File: src/rtl/alu_issue_ctrl.sv
// Multi-cycle issue controller for the datapath ALU: accept, execute for one
// cycle, then hold a writeback / branch-resolution response until consumed.
module alu_issue_ctrl #(
  parameter int unsigned bit_size = 32
) (
  input  logic                clk,
  input  logic                rst,
  input  logic                in_valid,
  output logic                in_ready,
  input  logic [31:0]         instr,
  input  logic [bit_size-1:0] rs_data,
  input  logic [bit_size-1:0] rt_data,
  input  logic [31:0]         pc,
  output logic [3:0]          ALUOp,
  output logic [bit_size-1:0] src1,
  output logic [bit_size-1:0] src2,
  output logic [4:0]          shamt,
  input  logic [bit_size-1:0] ALU_result,
  input  logic                Zero,
  output logic                out_valid,
  input  logic                out_ready,
  output logic                wb_en,
  output logic [4:0]          wb_addr,
  output logic [bit_size-1:0] wb_data,
  output logic                br_taken,
  output logic [31:0]         br_target,
  output logic                illegal
);

  typedef enum logic [1:0] {IDLE, EXEC, RESP} state_t;
  state_t state;

  logic [3:0]          d_op;
  logic [bit_size-1:0] d_src1, d_src2;
  logic [4:0]          d_shamt, d_dest;
  logic                d_wr, d_beq, d_bne, d_ill;
  logic [31:0]         d_tgt;
  logic [bit_size-1:0] imm_sext, imm_zext;

  logic                wb_en_q, beq_q, bne_q, ill_q;
  logic [4:0]          wb_addr_q;
  logic [31:0]         tgt_q;
  logic                exec_taken;

  // The rs register number is resolved upstream; only its data arrives here.
  logic unused_rs_field;
  assign unused_rs_field = ^instr[25:21];

  assign in_ready = (state == IDLE);
  assign imm_sext = {{(bit_size-16){instr[15]}}, instr[15:0]};
  assign imm_zext = {{(bit_size-16){1'b0}}, instr[15:0]};
  assign d_tgt    = pc + 32'd4 + {{14{instr[15]}}, instr[15:0], 2'b00};
  assign exec_taken = (beq_q & Zero) | (bne_q & ~Zero);

  always_comb begin
    d_op    = 4'b0000;
    d_src1  = '0;
    d_src2  = '0;
    d_shamt = '0;
    d_dest  = '0;
    d_wr    = 1'b0;
    d_beq   = 1'b0;
    d_bne   = 1'b0;
    d_ill   = 1'b0;
    case (instr[31:26])
      6'h00: begin
        d_src1 = rs_data;
        d_src2 = rt_data;
        d_dest = instr[15:11];
        d_wr   = 1'b1;
        case (instr[5:0])
          6'h20: d_op = 4'b0001;
          6'h22: d_op = 4'b0010;
          6'h24: d_op = 4'b0011;
          6'h25: d_op = 4'b0100;
          6'h26: d_op = 4'b0101;
          6'h27: d_op = 4'b0110;
          6'h2A: d_op = 4'b0111;
          6'h00, 6'h02: begin
            d_op    = (instr[1]) ? 4'b1001 : 4'b1000;
            d_src1  = '0;
            d_shamt = instr[10:6];
          end
          default: begin
            d_src1 = '0;
            d_src2 = '0;
            d_dest = '0;
            d_wr   = 1'b0;
            d_ill  = 1'b1;
          end
        endcase
      end
      6'h08: begin d_op = 4'b0001; d_src1 = rs_data; d_src2 = imm_sext; d_dest = instr[20:16]; d_wr = 1'b1; end
      6'h0A: begin d_op = 4'b0111; d_src1 = rs_data; d_src2 = imm_sext; d_dest = instr[20:16]; d_wr = 1'b1; end
      6'h0C: begin d_op = 4'b0011; d_src1 = rs_data; d_src2 = imm_zext; d_dest = instr[20:16]; d_wr = 1'b1; end
      6'h0D: begin d_op = 4'b0100; d_src1 = rs_data; d_src2 = imm_zext; d_dest = instr[20:16]; d_wr = 1'b1; end
      6'h04: begin d_op = 4'b0010; d_src1 = rs_data; d_src2 = rt_data; d_beq = 1'b1; end
      6'h05: begin d_op = 4'b0010; d_src1 = rs_data; d_src2 = rt_data; d_bne = 1'b1; end
      default: d_ill = 1'b1;
    endcase
  end

  always_ff @(posedge clk or negedge rst) begin
    if (!rst) begin
      state     <= IDLE;
      ALUOp     <= '0;
      src1      <= '0;
      src2      <= '0;
      shamt     <= '0;
      out_valid <= 1'b0;
      wb_en     <= 1'b0;
      wb_addr   <= '0;
      wb_data   <= '0;
      br_taken  <= 1'b0;
      br_target <= '0;
      illegal   <= 1'b0;
      wb_en_q   <= 1'b0;
      wb_addr_q <= '0;
      beq_q     <= 1'b0;
      bne_q     <= 1'b0;
      ill_q     <= 1'b0;
      tgt_q     <= '0;
    end else begin
      case (state)
        IDLE: if (in_valid) begin
          ALUOp     <= d_op;
          src1      <= d_src1;
          src2      <= d_src2;
          shamt     <= d_shamt;
          wb_en_q   <= d_wr & (d_dest != 5'd0);
          wb_addr_q <= d_dest;
          beq_q     <= d_beq;
          bne_q     <= d_bne;
          ill_q     <= d_ill;
          tgt_q     <= d_tgt;
          state     <= EXEC;
        end
        EXEC: begin
          ALUOp     <= '0;
          src1      <= '0;
          src2      <= '0;
          shamt     <= '0;
          wb_data   <= ALU_result;
          wb_en     <= wb_en_q;
          wb_addr   <= wb_addr_q;
          illegal   <= ill_q;
          br_taken  <= exec_taken;
          br_target <= exec_taken ? tgt_q : '0;
          out_valid <= 1'b1;
          state     <= RESP;
        end
        RESP: if (out_ready) begin
          out_valid <= 1'b0;
          wb_en     <= 1'b0;
          wb_addr   <= '0;
          wb_data   <= '0;
          br_taken  <= 1'b0;
          br_target <= '0;
          illegal   <= 1'b0;
          state     <= IDLE;
        end
        default: state <= IDLE;
      endcase
    end
  end

endmodule
File: config.mk
export PLATFORM = sky130hd
export DESIGN_NAME = alu_issue_ctrl
export DESIGN_NICKNAME = d
export VERILOG_FILES = /design/src/rtl/alu_issue_ctrl.sv
export SDC_FILE = /design/constraint.sdc
export NUM_CORES = 1
export LEC_CHECK = 0
export CAP_MARGIN = 20
export CORE_ASPECT_RATIO = 1.2
export CORE_MARGIN = 1.5
export CORE_UTILIZATION = 45
export DETAILED_ROUTE_END_ITERATION = 8
export DONT_BUFFER_PORTS = 1
export GPL_TIMING_DRIVEN = 1
export PLACE_DENSITY = 0.71
export SLEW_MARGIN = 10
export SYNTH_ARGS = -nofsm -noshare
export SYNTH_HDL_FRONTEND = slang
export SYNTH_SLANG_ARGS = --single-unit
File: constraint.sdc
create_clock -name clk -period 3.5 [get_ports clk]
set_input_delay 0.175 -clock clk [delete_from_list [all_inputs] [get_ports clk]]
set_output_delay 0.175 -clock clk [all_outputs]
set_load 0.05 [all_outputs]
==> results.json, run 1 <==
{
  "fmax_mhz": 415,
  "grt_pass1_wl_um": 40000,
  "io_buffers": 0,
  "cts.sinks": 189,
  "critPathRequiredTime_ns": 3.78,
  "cts-hold-fix-buffers": 130,
  "startpoint_type": "input pin",
  "finalPower_mw": 7.48,
  "combPwrFrac": 0.231,
  "arrival_ns": 2.69,
  "synth_top_area_cell": "dfrtp_1",
  "clkPwrFrac": 0.253,
  "grt_pass1_vias": 7358,
  "endpoint": "tgt_q[25]",
  "placed_area_um2": 9380,
  "rsz0062_at_grt": "false",
  "ant_nets": 0,
  "yosys.area_share.simple": 0.0895,
  "outcome": "finished with violations",
  "synth-adder-area-share": 0.0796,
  "r2r_cells": 6,
  "synth_top_area_share": 0.513,
  "synth_cell_types": 64,
  "worst_path_max_delay_cell": "fa_1",
  "finalHoldViolCount": 189,
  "yosys_warnings": 0,
  "syn_area_um2": 9220,
  "ys_async_sr_fraction": 1.00,
  "fin_crit_sh": 0.689,
  "power.density_nw_per_um2": 663,
  "synth_top_family_by_area": "compound AO/OA/AOI/OAI gates",
  "cp.depth": 10,
  "synthXorXnorAreaFrac": 0.0276,
  "coreArea_um2": 20200,
  "cp_top_family": "compound AO/OA/AOI/OAI gates",
  "violations": "hold timing",
  "startpoint": "instr[1]",
  "slew_headroom": 0.415,
  "gr-usage-all-layers": 0.239,
  "cts_buffers": 17,
  "period_needed_ns": 2.41,
  "syn_area_per_cell_um2": 10.9,
  "path_buf_inv": 0,
  "overflow": 0,
  "seqPwrFrac": 0.517,
  "ios": 312,
  "endpoint_kind": "flip-flop",
  "std_cell_rows": 57,
  "peakVddDrop_mv": 0.405,
  "h-tree-depth": 4,
  "yosys_register_bits": 189,
  "synth_commonest_cells": "dfrtp_1, a22o_1, nand2_1",
  "synth_edf_count": 0,
  "start_util": 0.457,
  "cts_setup_buffers": 0,
  "finalWirelength_um": 25600,
  "ctsResizeCount": 0,
  "path_cells": "ha_1 -> ha_1 -> fa_1 -> a211oi_1 -> o211ai_1 -> nand3_1 -> nand3_1 -> a311oi_1 -> xor2_1 -> o21ai_0",
  "criticalPathCategory": "in2reg",
  "worst-path-max-fanout": 5,
  "worst_pin_slew_ns": 0.877,
  "yosysMostFrequentCell": "dfrtp_1",
  "drt-initial-drc-count": 477,
  "fillCellCount": 1708,
  "r2r_start": "state[1]",
  "yosysSeqAreaShare": 0.513,
  "hp-class": "in2async",
  "internal_power_mw": 4.32,
  "finalNonFillerCells": 1230,
  "clk_latency_ns": 0.43,
  "yosys-mux-area-fraction": 0.00109,
  "first_pass_iters": 4,
  "die_area_um2": 21400,
  "leakagePower_nw": 5.08,
  "die_height_um": 160,
  "cts_tree": "done",
  "critPathMaxStageDelay_ns": 0.49,
  "skew_ns": 0.00968,
  "netlist_instances": 849,
  "gp_congestion": 0.906,
  "cap_violations": 0,
  "finalMaxSlewViolations": 0,
  "synth_compound_area_frac": 0.252,
  "via_per_inst": 5.87,
  "clk_pin_slew_ns": 0.07,
  "r2r-end": "src1[2]",
  "cts-root-buf": "clkbuf_16",
  "dp_hpwl_um": 16600,
  "hold_slack_ns": -0.561,
  "fin_nets": 1175,
  "antenna_found_initial": 0,
  "fin_tns_setup_ns": 0,
  "fp.dieW_um": 134,
  "final_cell_area_um2": 11300,
  "place_inst": 1068,
  "drc_errors": 0,
  "setup_viol": 0,
  "area_growth_pct": 22.3,
  "regToRegSetupSlack_ns": 1.19,
  "synth_nets": 1072,
  "vias": 7217,
  "synthTopCellsByArea": "dfrtp_1, a22o_1, ha_1",
  "avgRoutedWirePerCell_um": 20.8,
  "synthFlopType": "dfrtp_1",
  "power_switching_mw": 3.15,
  "grt_max_degree": 190,
  "layout-drive-gt1-share": 0.0768,
  "switching_share": 0.422,
  "clockBufferDepth": 2
}
==> cell type report <==
cell class | instances | area (µm²) | area share
flip-flops and latches | 189 | 4730 | 0.420
multi-input cells | 594 | 4180 | 0.371
repair buffers | 139 | 1400 | 0.124
clock buffers | 17 | 425 | 0.0377
well taps | 265 | 332 | 0.0294
clock inverters | 14 | 159 | 0.0141
inverters | 11 | 41.3 | 0.00366
diodes | 1 | 2.50 | 0.000222
==> state kept, by name, indices dropped and copies added, names as in the netlist, 2 cells and up <==
register,count
tgt_q,32
src1,32
shamt,5
wb_addr_q,5
ALUOp,4
wb_data,32
wb_addr,5
br_target,32
src2,32
state,2
==> worst min-delay path by stage <==
stage	start	end	slack (ns)	cells after the start
after floorplan	rst	ALUOp[0]	-0.12	0
after detailed placement	rst	src1[30]	-0.12	0
final	rst	src1[0]	-0.56	0
after CTS	rst	src1[30]	-0.59	0
after global routing	rst	src1[0]	-0.59	0
after global placement	rst	src1[0]	-0.12	0
==> layout by cell type (no fill, tap or decap), types with 5 or more instances in the layout <==
master	instances
dfrtp_1	189
a21o_1	9
xor2_1	10
o211ai_1	8
nor2b_1	5
inv_1	11
ha_1	57
clkbuf_16	17
a22oi_1	6
a221oi_1	5
o21ai_1	32
a22oi_2	10
buf_4	7
and3_1	5
xnor2_1	19
a21oi_1	56
nand2_1	104
nor2_1	29
o21a_1	5
nor3_1	7
a22o_1	108
nand3_1	7
dlygate4sd3_1	130
o21ai_0	49
==> power by group through the flow <==
stage	combinational, mW	clock (mW)	sequential (mW)
floorplan	1.27	0	3.78
global placement	1.54	0	3.89
detailed placement	1.57	0	3.90
CTS	1.73	1.94	3.85
global route	1.92	2.02	3.92
finish	1.72	1.89	3.86
==> worst register-to-register path, stage by stage (launching register included) <==
cell and delay, ns:
dfrtp_1 0.43, nor2_1 0.12, buf_4 0.22, nand2_2 0.11, buf_4 0.32, a31oi_4 0.78, a22o_1 0.27
==> through the flow <==
| step | utilization | setup WS [ns] | hold slack (ns) |
|---|---|---|---|
| after detailed placement | 0.465 | 0.640 | -0.118 |
| after global routing | 0.558 | 0.848 | -0.588 |
| after CTS | 0.558 | 1.08 | -0.589 |
| final | 0.558 | 1.09 | -0.561 |
| after floorplan | - | 1.04 | -0.121 |
| after global placement | 0.464 | 0.639 | -0.117 |
==> cells by family (layout without fill, tap and decap cells) <==
family                     count (synthesis)  count (layout)
buffers and inverters                     66             181
AOI/OAI and AO/OA                        323             323
xor gates and xnor gates                  29              29
adders and majority gates                 58              58
other                                      0               1
DFF                                      189             189
and+or+nand+nor                          183             183
muxes                                      1               1
==> routing by layer <==
layer	routed length, µm	up-vias	track usage	share of wire
li1	-	3338	-	-
met3	1740	66	0.0657	0.068
met2	12500	306	0.398	0.49
met5	0	-	0	0
met1	10400	3507	0.286	0.40
met4	996	0	0.112	0.039
Power figures use the tool's default switching activity.
==> run 2, diff against run 1 <==
Settings changed: ABC_AREA set to 1, PLACE_DENSITY 0.71 to 0.73.
Clock period 3.5 ns to 2.09 ns, I/O delays scaled along.
==> run 2 against run 1 <==
  * The run still ends with hold timing left
  * Synthesized cell count up 27%
  * Hold slack got worse by 0.079 ns
  * Sequential power up 85%
  * Total power up 84%
  * Combinational power is 92% higher
  * Setup slack worse by 1.0 ns
  * Utilization rose by 0.73 points
  * Sequential share of layout area decreased by 2.0 points
  * First-iteration DRC count grew 34%
  * Critical path depth is 3 lower
==> results.json, run 2 <==
{
  "synthXorXnorAreaFrac": 0.00734,
  "synth_edf_count": 0,
  "std_cell_rows": 58,
  "final_cell_mix": "nand2_1, dfrtp_1, dlygate4sd3_1",
  "violations": "hold timing",
  "num_antenna_cells": 0,
  "yosysSeqAreaShare": 0.495,
  "worst_pin_slew_ns": 0.841,
  "synth_top_area_share": 0.495,
  "cts_tree": "done",
  "start_util": 0.457,
  "h-tree-depth": 4,
  "hold_slack_ns": -0.640,
  "endpoint_kind": "flip-flop",
  "finalPower_mw": 13.8,
  "yosys_warnings": 0,
  "startpoint_type": "input pin",
  "criticalPathCategory": "in2reg",
  "finalMaxSlewViolations": 0,
  "overflow": 0,
  "fillCellCount": 1791,
  "fin_nets": 1437,
  "die_height_um": 163,
  "avgRoutedWirePerCell_um": 19.4,
  "via_per_inst": 5.66,
  "setup_viol": 0,
  "antenna_found_initial": 0,
  "layout-drive-gt1-share": 0.0619,
  "rsz0062_at_grt": "false",
  "netlist_instances": 1082,
  "fin_crit_sh": 0.959,
  "vias": 8473,
  "synth_commonest_cells": "nand2_1, dfrtp_1, inv_1",
  "synth_top_family_by_area": "compound AO/OA/AOI/OAI gates",
  "grt_max_degree": 190,
  "gr-usage-all-layers": 0.254,
  "hp-class": "in2async",
  "io_buffers": 0,
  "skew_ns": 0.0191,
  "die_area_um2": 22100,
  "dp_hpwl_um": 19500,
  "critPathRequiredTime_ns": 2.43,
  "gp_congestion": 0.943,
  "synth_cell_types": 38,
  "ios": 312,
  "leakagePower_nw": 5.70,
  "syn_area_per_cell_um2": 8.83,
  "multi_input_area_um2": 4240,
  "grt_pass1_wl_um": 43300,
  "peakVddDrop_mv": 0.819,
  "cts.sinks": 189,
  "yosysMostFrequentCell": "nand2_1",
  "finalNonFillerCells": 1497,
  "drc_errors": 0,
  "synth-adder-area-share": 0.0768,
  "syn_area_um2": 9550,
  "place_ws_ns": -0.0518,
  "cts_setup_buffers": 0,
  "regArea_um2": 4730,
  "synthFlopType": "dfrtp_1",
  "cts-hold-fix-buffers": 129,
  "cts-root-buf": "clkbuf_16",
  "synth_compound_area_frac": 0.182,
  "clk_pin_slew_ns": 0.08,
  "ys_async_sr_fraction": 1.00,
  "drt-initial-drc-count": 639,
  "period_needed_ns": 2.00,
  "synth_nets": 1305,
  "fp.dieW_um": 136,
  "power.density_nw_per_um2": 1160,
  "place_inst": 1333,
  "first_pass_iters": 6,
  "coreArea_um2": 20900,
  "synthTopCellsByArea": "dfrtp_1, nand2_1, ha_1",
  "finalWirelength_um": 29000,
  "ant_nets": 0,
  "synth_top_area_cell": "dfrtp_1",
  "setup_ws_ns": 0.0850,
  "layout_commonest_cell": "nand2_1",
  "yosys-mux-area-fraction": 0,
  "clockBufferDepth": 2,
  "fmax_mhz": 499,
  "yosys.area_share.simple": 0.174,
  "area_growth_pct": 23.8,
  "cap_violations": 0,
  "finalHoldViolCount": 189,
  "arrival_ns": 2.34,
  "grt_pass1_vias": 8183,
  "cts_buffers": 17,
  "yosys_register_bits": 189,
  "slew_headroom": 0.440,
  "clk_latency_ns": 0.44,
  "worst-path-max-fanout": 32,
  "outcome": "finished with violations"
}
run 2: worst paths after layout:
check | from | end | slack [ns] | depth (start not counted)
worst max-delay path | instr[29] | src2[0] | 0.09 | 7
worst min-delay path | rst | src1[7] | -0.64 | 0
worst max register to register | state[1] | src1[2] | 0.13 | 9
worst min register to register | tgt_q[18] | tgt_q[18] | 0.49 | 2
max in group asynchronous | rst | state[0] | 2.34 | 0
min in group clk | out_ready | br_taken | 0 | 3
run 2: layout make-up:
cell class,count,share of cell area
sequential,189,0.400
multi-input combinational,748,0.359
timing repair buffer,154,0.127
clock buffer,18,0.0371
inverter,104,0.0330
tap,270,0.0286
clock inverter,14,0.0157
run 2: metrics by stage:
stage               setup TNS (ns)  cell area, µm²   util  hold WS [ns]
CTS                              0           11800  0.564        -0.662
finish                           0           11800  0.566        -0.640
global route                     0           11800  0.566        -0.668
global placement          -0.00139            9880  0.473        -0.188
floorplan                        0            9550      -        -0.191
detailed placement          -0.113            9880  0.473        -0.188
run 2: worst max-delay path: stages:
cell           delay (ns)
dlygate4sd3_1        0.56
nor3_2               0.28
inv_1                0.14
nand2_4              0.31
a22oi_1              0.16
dlygate4sd3_1        0.60
o21ai_0              0.17
run 2: kinds of logic after synthesis:
logic type / after synthesis
AOI/OAI and AO/OA: 278
xor gates and xnor gates: 8
adders and majority gates: 58
buffers and inverters: 147
DFF: 189
and+or+nand+nor: 402
run 2: where the power goes:
part           leakage, nW  switching (mW)  internal, mW
Combinational         2.88            2.05          1.27
Sequential            2.52            2.64          4.53
Clock                0.301            1.62          1.67
Total                 5.70            6.31          7.46
run 2: per-layer routing:
layer / up-vias / GRT usage / share of wire
li1: 3946 / - / -
met1: 4025 / 0.291 / 0.38
met2: 405 / 0.449 / 0.51
met3: 97 / 0.0489 / 0.062
met4: 0 / 0.125 / 0.041
met5: - / 0 / 0
run 2: repair_timing:
item / 4_1_cts / 5_1_grt
pin swaps: 1 / 0
gates cloned: 1 / 1
setup endpoints to repair: 11 / 38
resized for setup: 0 / 1
hold endpoints to repair: 302 / 189
==> run 3, diff against run 2 <==
Settings changed: PLACE_DENSITY 0.73 to 0.71.
Clock period 2.09 ns to 2.5 ns, I/O delays scaled along.
==> run 3 against run 2 <==
  * The run still ends with hold timing left
  * Clock skew is 0.0040 ns lower
  * Highest routed layer unchanged
  * First-iteration DRC count up 6.1%
  * Register-to-register slack better by 0.27 ns
  * Die area did not move
  * Routed wire length fell by 3.3%
  * Design area shrank 1.7%
==> results.json, run 3 (same netlist as run 2, synthesis figures left out) <==
{
  "worst_pin_slew_ns": 0.946,
  "vias": 8327,
  "gr-usage-all-layers": 0.246,
  "criticalPathCategory": "in2reg",
  "r2r-end": "src1[25]",
  "fin_nets": 1416,
  "via_per_inst": 5.65,
  "layout-drive-gt1-share": 0.0490,
  "std_cell_rows": 58,
  "final_core_util": 0.556,
  "endpoint_kind": "flip-flop",
  "skew_ns": 0.0152,
  "drt-initial-drc-count": 678,
  "rsz0062_at_grt": "false",
  "start_util": 0.457,
  "cts-hold-fix-buffers": 124,
  "cts-root-buf": "clkbuf_16",
  "clk_pin_slew_ns": 0.08,
  "avgRoutedWirePerCell_um": 19.0,
  "first_pass_iters": 8,
  "cpMostUsedCell": "nand2_1",
  "peakVddDrop_mv": 0.582,
  "worst_path_max_delay_cell": "dlygate4sd3_1",
  "ios": 312,
  "clockBufferDepth": 2,
  "endpoint": "tgt_q[19]",
  "dp_hpwl_um": 19200,
  "die_area_um2": 22100,
  "io_buffers": 0,
  "finalMaxSlewViolations": 0,
  "h-tree-depth": 4,
  "period_needed_ns": 2.21,
  "placed_area_um2": 9810,
  "coreArea_um2": 20900,
  "slew_headroom": 0.368,
  "antenna_found_initial": 0,
  "gp_congestion": 0.957,
  "hp-class": "in2async",
  "startpoint_type": "input pin",
  "final_cell_mix": "nand2_1, dfrtp_1, dlygate4sd3_1",
  "fin_crit_sh": 0.883,
  "die_height_um": 163,
  "worst-path-max-fanout": 4,
  "cts_buffers": 17,
  "grt_pass1_vias": 7913,
  "finalWirelength_um": 28100,
  "fin_tns_setup_ns": 0,
  "arrival_ns": 2.53,
  "setup_viol": 0,
  "num_antenna_cells": 0,
  "r2r_cells": 8,
  "final_cell_area_um2": 11600,
  "fp.dieW_um": 136,
  "r2r_start": "state[1]",
  "critPathRequiredTime_ns": 2.82,
  "drc_errors": 0,
  "ant_nets": 0,
  "leakagePower_nw": 5.58,
  "startpoint": "pc[2]",
  "overflow": 0,
  "area_growth_pct": 21.7,
  "regToRegSetupSlack_ns": 0.40,
  "hold_slack_ns": -0.620,
  "path_cells": "dlygate4sd3_1 -> inv_1 -> ha_1 -> inv_1 -> ha_1 -> fa_2 -> nand3_1 -> nand2_1 -> nand2_1 -> nand2_1 -> nand3_1 -> nand2_1 -> nand2_1 -> nand3b_1 -> nand3_1 -> nand2_1",
  "fmax_mhz": 453,
  "cts_tree": "done",
  "grt_max_degree": 190,
  "cts.sinks": 189,
  "cts_setup_buffers": 0,
  "power.density_nw_per_um2": 972,
  "layout_commonest_cell": "nand2_1",
  "cap_violations": 0,
  "violations": "hold timing",
  "grt_pass1_wl_um": 42100,
  "clk_latency_ns": 0.43,
  "critPathMaxStageDelay_ns": 0.55,
  "finalHoldViolCount": 189,
  "outcome": "finished with violations"
}
[run 3: layout make-up]
cell class                      count  area (µm²)
Sequential cell                   189        4730
Multi-Input combinational cell    746        4230
Clock buffer                       17         425
Tap cell                          270         338
Clock inverter                     14         145
Inverter                          104         390
Fill cell                        1857        9280
Timing Repair Buffer              135        1360
[run 3: worst max-delay path: cells and delay by family]
family,cells,cell delay [ns]
buffers and inverters,3,0.65
adder cells (fa/ha/maj),3,0.81
AND/OR/NAND/NOR,10,0.94
[run 3: repair_timing]
item,in CTS,in global routing
gates resized for setup,0,1
endpoints found under the setup margin,0,1
endpoints found under the hold margin,300,189
[run 3: metal layers]
metal / track usage / vias up / wire, µm
li1: - / 3898 / -
met1: 0.285 / 3942 / 10800
met2: 0.432 / 393 / 14400
met3: 0.0545 / 94 / 1870
met4: 0.110 / 0 / 1100
met5: 0 / - / 0
[run 3: how the worst min path moves through the flow]
stage                     from       end  cells past startpoint
after floorplan            rst  ALUOp[0]                      0
after global placement     rst   src2[8]                      0
after detailed placement   rst   src2[5]                      0
after CTS                  rst   src2[8]                      0
after global routing       rst   src2[8]                      0
final                      rst   src2[5]                      0
[run 3: power breakdown]
group / switching, mW / internal [mW] / total, mW
clock network: 1.33 / 1.33 / 2.66
registers: 2.21 / 3.78 / 5.99
logic: 1.63 / 1.01 / 2.65
total: 5.17 / 6.13 / 11.3
[run 3: stage by stage]
stage          worst slack (ns)  total power [mW]  cells
2_1_floorplan             0.344              7.71   1082
3_3_place_gp              0.323              8.48   1320
3_5_place_dp              0.287              8.54   1320
4_1_cts                   0.238              11.4   1475
5_1_grt                  0.0694              11.9   1475
6_report                  0.292              11.3   1475
